`src/rtl/iic_pkg.sv`:
```
// Shared encodings for the IIC command-port arbiter.
package iic_pkg;

  // IIC_module call encodings
  localparam logic [1:0] CALL_NONE  = 2'b00;
  localparam logic [1:0] CALL_READ  = 2'b01;
  localparam logic [1:0] CALL_WRITE = 2'b10;
  localparam logic [1:0] CALL_BAD   = 2'b11;

  typedef enum logic [1:0] {
    IDLE  = 2'd0,
    ISSUE = 2'd1,
    DONE  = 2'd2,
    HOLD  = 2'd3
  } state_t;

endpackage

```
`src/rtl/iic_rr_pick.sv`:
```
// Combinational round-robin picker: first requester after `last`, with wrap.
module iic_rr_pick #(
  parameter int N_REQ = 3,
  parameter int IDX_W = (N_REQ > 1) ? $clog2(N_REQ) : 1
) (
  input  logic [N_REQ-1:0] req,
  input  logic [IDX_W-1:0] last,
  output logic             valid,
  output logic [IDX_W-1:0] index
);

  // Requesters above `last` beat the wrapped ones; lowest index wins inside
  // each region, so both loops scan downward and the later loop overrides.
  always_comb begin
    valid = 1'b0;
    index = '0;
    for (int i = N_REQ - 1; i >= 0; i--) begin
      if (req[i] && (IDX_W'(i) <= last)) begin
        valid = 1'b1;
        index = IDX_W'(i);
      end
    end
    for (int i = N_REQ - 1; i >= 0; i--) begin
      if (req[i] && (IDX_W'(i) > last)) begin
        valid = 1'b1;
        index = IDX_W'(i);
      end
    end
  end

endmodule

```
`src/rtl/iic_arbiter.sv`:
```
// Round-robin arbiter sharing one IIC_module command port among N_REQ
// requesters using the hold-until-done handshake, with a watchdog.
module iic_arbiter
  import iic_pkg::*;
#(
  parameter int N_REQ       = 3,
  parameter int ADDR_W      = 8,
  parameter int DATA_W      = 8,
  parameter int TIMEOUT_CYC = 65536,
  parameter int IDX_W       = (N_REQ > 1) ? $clog2(N_REQ) : 1
) (
  input  logic                     clk,
  input  logic                     rst,
  input  logic [2*N_REQ-1:0]       req_call,
  input  logic [ADDR_W*N_REQ-1:0]  req_addr,
  input  logic [DATA_W*N_REQ-1:0]  req_wdata,
  output logic [N_REQ-1:0]         req_done,
  output logic                     req_err,
  output logic [DATA_W-1:0]        rdata,
  output logic [1:0]               iic_call,
  output logic [ADDR_W-1:0]        iic_addr,
  output logic [DATA_W-1:0]        iic_wdata,
  input  logic [DATA_W-1:0]        iic_rdata,
  input  logic                     iic_done,
  output logic                     busy,
  output logic [IDX_W-1:0]         grant_id
);

  localparam int CNT_W = $clog2(TIMEOUT_CYC + 1);

  state_t             state;
  logic [IDX_W-1:0]   last;
  logic [CNT_W-1:0]   cnt;

  logic [N_REQ-1:0]   pending;
  logic [1:0]         call_a  [N_REQ];
  logic [ADDR_W-1:0]  addr_a  [N_REQ];
  logic [DATA_W-1:0]  wdata_a [N_REQ];

  logic               pick_valid;
  logic [IDX_W-1:0]   pick_idx;

  for (genvar k = 0; k < N_REQ; k++) begin : g_req
    assign call_a[k]  = req_call[2*k +: 2];
    assign addr_a[k]  = req_addr[ADDR_W*k +: ADDR_W];
    assign wdata_a[k] = req_wdata[DATA_W*k +: DATA_W];
    assign pending[k] = |req_call[2*k +: 2];
  end

  iic_rr_pick #(.N_REQ(N_REQ), .IDX_W(IDX_W)) u_pick (
    .req   (pending),
    .last  (last),
    .valid (pick_valid),
    .index (pick_idx)
  );

  // Arbiter FSM: latch a request, drive IIC_module, report completion.
  // iic_call/iic_addr/iic_wdata double as the latched request during ISSUE.
  always_ff @(posedge clk) begin
    if (rst) begin
      state     <= IDLE;
      last      <= IDX_W'(N_REQ - 1);
      cnt       <= '0;
      req_done  <= '0;
      req_err   <= 1'b0;
      rdata     <= '0;
      iic_call  <= CALL_NONE;
      iic_addr  <= '0;
      iic_wdata <= '0;
      busy      <= 1'b0;
      grant_id  <= '0;
    end else begin
      req_done <= '0;
      req_err  <= 1'b0;
      case (state)
        IDLE: begin
          if (pick_valid) begin
            grant_id <= pick_idx;
            last     <= pick_idx;
            busy     <= 1'b1;
            if (call_a[pick_idx] == CALL_BAD) begin
              state    <= DONE;
              req_done <= N_REQ'(1) << pick_idx;
              req_err  <= 1'b1;
            end else begin
              state     <= ISSUE;
              iic_call  <= call_a[pick_idx];
              iic_addr  <= addr_a[pick_idx];
              iic_wdata <= wdata_a[pick_idx];
              cnt       <= '0;
            end
          end
        end
        ISSUE: begin
          cnt <= cnt + CNT_W'(1);
          if (iic_done) begin
            if (iic_call == CALL_READ) rdata <= iic_rdata;
            iic_call <= CALL_NONE;
            state    <= DONE;
            req_done <= N_REQ'(1) << grant_id;
          end else if (cnt == CNT_W'(TIMEOUT_CYC - 1)) begin
            iic_call <= CALL_NONE;
            state    <= DONE;
            req_done <= N_REQ'(1) << grant_id;
            req_err  <= 1'b1;
          end
        end
        DONE: state <= HOLD;
        HOLD: begin
          state <= IDLE;
          busy  <= 1'b0;
        end
        default: state <= IDLE;
      endcase
    end
  end

endmodule

```
`config.mk`:
```
export PLATFORM = sky130hd
export DESIGN_NAME = iic_arbiter
export DESIGN_NICKNAME = d
export VERILOG_FILES = /design/src/rtl/iic_pkg.sv /design/src/rtl/iic_rr_pick.sv /design/src/rtl/iic_arbiter.sv
export SDC_FILE = /design/constraint.sdc
export NUM_CORES = 1
export LEC_CHECK = 0
export CORE_MARGIN = 2
export CORE_UTILIZATION = 35
export CTS_BUF_LIST = sky130_fd_sc_hd__clkbuf_16
export DETAILED_ROUTE_END_ITERATION = 8
export HOLD_SLACK_MARGIN = 0.08
export PLACE_DENSITY = 0.68
export SETUP_SLACK_MARGIN = 0.05
export SLEW_MARGIN = 20
export SYNTH_ARGS = -nofsm -noshare
export SYNTH_HDL_FRONTEND = slang
export SYNTH_HIERARCHICAL = 1
export SYNTH_SLANG_ARGS = --single-unit
```
`constraint.sdc`:
```
create_clock -name clk -period 2.4 [get_ports clk]
set_clock_uncertainty 0.1 [all_clocks]
set_input_delay 0.36 -clock clk [delete_from_list [all_inputs] [get_ports clk]]
set_output_delay 0.36 -clock clk [all_outputs]
set_load 0.05 [all_outputs]
```
==> impl_results.md <==
- Status: complete, no violations
- Min Hold Slack: 0.354 ns
- Worst Setup End Kind: flip-flop
- Fin. max-slew vios: 0
- Via count: 3075
- First-pass GRT wire length: 13.6 mm
- Crit path kind: reg2reg
- Critical path peak fanout: 4
- Initial Util: 35.9%
- Final hold vios: 0
- Unrepaired setup endpoints after global routing: true
- Leak: 0.00178 uW
- Setup-failing EPs final: 0
- Die H: 95.3 um
- Initial DRC Count: 139
- Minimum clock period: 2.29 ns
- Yosys reg bits: 53
- Initial antenna violation count: 0
- Critical path arrival: 2.37 ns
- Dpl hpwl: 6.27 mm
- Worst setup SP type: flip-flop
- I/O pin total: 98
- I/O Buffers: 97
- Post-route setup slack: 0.111 ns
- Ys async rst share: 0%
- Max_cap viols: 0
- Actual slew at the worst max-slew pin: 0.578 ns
- Drt pass-1 iters: 4
- R2r worst-path depth: 10
- Post-DR vias/cell: 5.17
- Post-synthesis sequential area ratio: 36.4%
- Largest area contributor in the netlist: dfxtp_1
- Number of global-route vias before repair: 2969
- GR Overflow Total: 0
- CTS tree: yes
- Sink Count: 53
- Commonest non-fill, non-tap cell in the layout: clkdlybuf4s50_1
- Layout cells sized above 1: 25.1%
- Worst-Skew Late Latency: 0.29 ns
- Layout Nets: 560
- Flop2flop setup slack: 0.11 ns
- Die width: 95.3 um
- Synth cell types: 55
- Synth top area cells: dfxtp_1 36%, nor2_1 6.9%, a21oi_1 6.2%
- Max stage delay cell, worst path: dfxtp_2
- Hold_buf cts: 0
- Syn Area/Cell: 8.38 um2
- Longest Clk Path Bufs: 2
- # rows: 33
- Worst-path cell chain: and4_4, and3_4, and3_2, and3_1, ha_1, nor2_1, o2bb2ai_2, a311o_1, a32oi_1, nor2_1
- DRC: 0
- Critical Path RT: 2.48 ns
- Rel. slew slack: 61.4%
- Die Footprint: 9080 um2
- Most common cell on crit path: nor2_1
- Net Count, Synth: 419
- WL final: 8.78 mm
- Setup tns final: 0 ns
- Post-synth EDFFs: 0
- Final ANT Viol Nets: 0
- H-Tree Depth: 2
- Peak Freq: 437 MHz
- Worst Hold Depth: 2
- HP Class: reg2reg
- Worst slack, placed: -0.650 ns
- GPL Wtd Cong: 0.821
- Most used DFF post-synth: dfxtp_1
- # diodes: 0
- Routed wire length per instance: 14.7 um
- Final worst-path cycle share: 95.4%
- Root Buffer: clkbuf_16
- CTS clk-pin slew, worst paths: 0.07 ns
- Top cell type's share of synthesized area: 36.4%
- CTS Buf Count: 5
- PD cells: 1100 nW/um2
- Core region area: 8130 um2
- YS warnings: 6
- Layout area overhead: 62.6%
- CP max stage delay: 0.36 ns
- Commonest cells after routing, fill and taps aside: 90 x clkdlybuf4s50_1, 52 x nor2_1, 52 x dfxtp_1, 52 x buf_4, 39 x nand2_1
- Mapped cell area: 2920 um2
- VDD IR max: 0.403 mV
- Largest net degree at the start of global routing: 27
- Tot GR Track Use: 18.6%
- Post-Syn Instances: 348
[cell usage after synthesis, drive strengths merged, types with 8 or more instances]
cell and n:
inv 9, nand3 8, buf 11, a311oi 8, nand2 40, a211oi 17, nor2 56, clkbuf 12
a21oi 36, dfxtp 53, mux2i 19
[report_power, final]
group          total (uW)  switching (uW)  internal [uW]
Sequential           1170             109           1060
Combinational        3330            1870           1460
Clock                 729             335            394
[final timing paths]
path / start / endpoint
worst max-delay path: cnt[9] / iic_call[1]
worst min-delay path: rdata[7] / rdata[7]
worst max register to register: cnt[9] / iic_call[1]
worst min register to register: rdata[7] / rdata[7]
[kinds of logic after synthesis]
kind of cell	synth area share [%]
mux	7.38
flops	36.4
buf+inv	5.83
compound gates	25.2
fa+ha+maj	2.57
simple gates	22.6
[through the flow]
step / utilization (%) / std cells / total power [uW] / instance area (um2)
global placement: 52.9 / 578 / 3890 / 4310
finish: 58.3 / 595 / 5230 / 4740
CTS: 58.0 / 595 / 5160 / 4720
floorplan: - / 348 / 2930 / 2920
global route: 58.3 / 595 / 5530 / 4740
detailed placement: 52.9 / 578 / 3940 / 4310
[sequential cells by signal, indices dropped and copies added, names as in the netlist, 2 cells and up]
name       flops
cnt           17
iic_addr       8
iic_wdata      8
rdata          8
req_done       3
grant_id       2
iic_call       2
state          2
[cell type report]
class / count / area [um2]
repair buffers: 157 / 1490
flip-flops and latches: 53 / 1060
clock buffers: 5 / 125
clock inverters: 3 / 26.3
well taps: 105 / 131
fillers: 705 / 3390
multi-input cells: 263 / 1870
inverters: 9 / 33.8
[critical path, delay by kind of cell, from the launching register on]
kind / cells / cell delay [ns]
AND/OR/NAND/NOR: 6 / 0.92
AO/OA/AOI/OAI: 3 / 0.65
flip-flops: 1 / 0.36
adder cells (fa/ha/maj): 1 / 0.16
[timing repair]
| action | in CTS | in global routing |
|---|---|---|
| gates resized for setup | 43 | 7 |
| setup buffers | 7 | 0 |
| gates cloned | 2 | 0 |
| pin swaps | 14 | 4 |
| endpoints found under the setup margin | 41 | 16 |
[layer usage]
metal / track usage (%) / share of wire [%] / wire (um)
met5: 0 / 0 / 0
met1: 20.7 / 40 / 3510
met4: 4.35 / 0.39 / 34
met2: 34.9 / 50 / 4410
met3: 4.98 / 9.3 / 819
No activity file was read; power rests on OpenSTA's default activity.
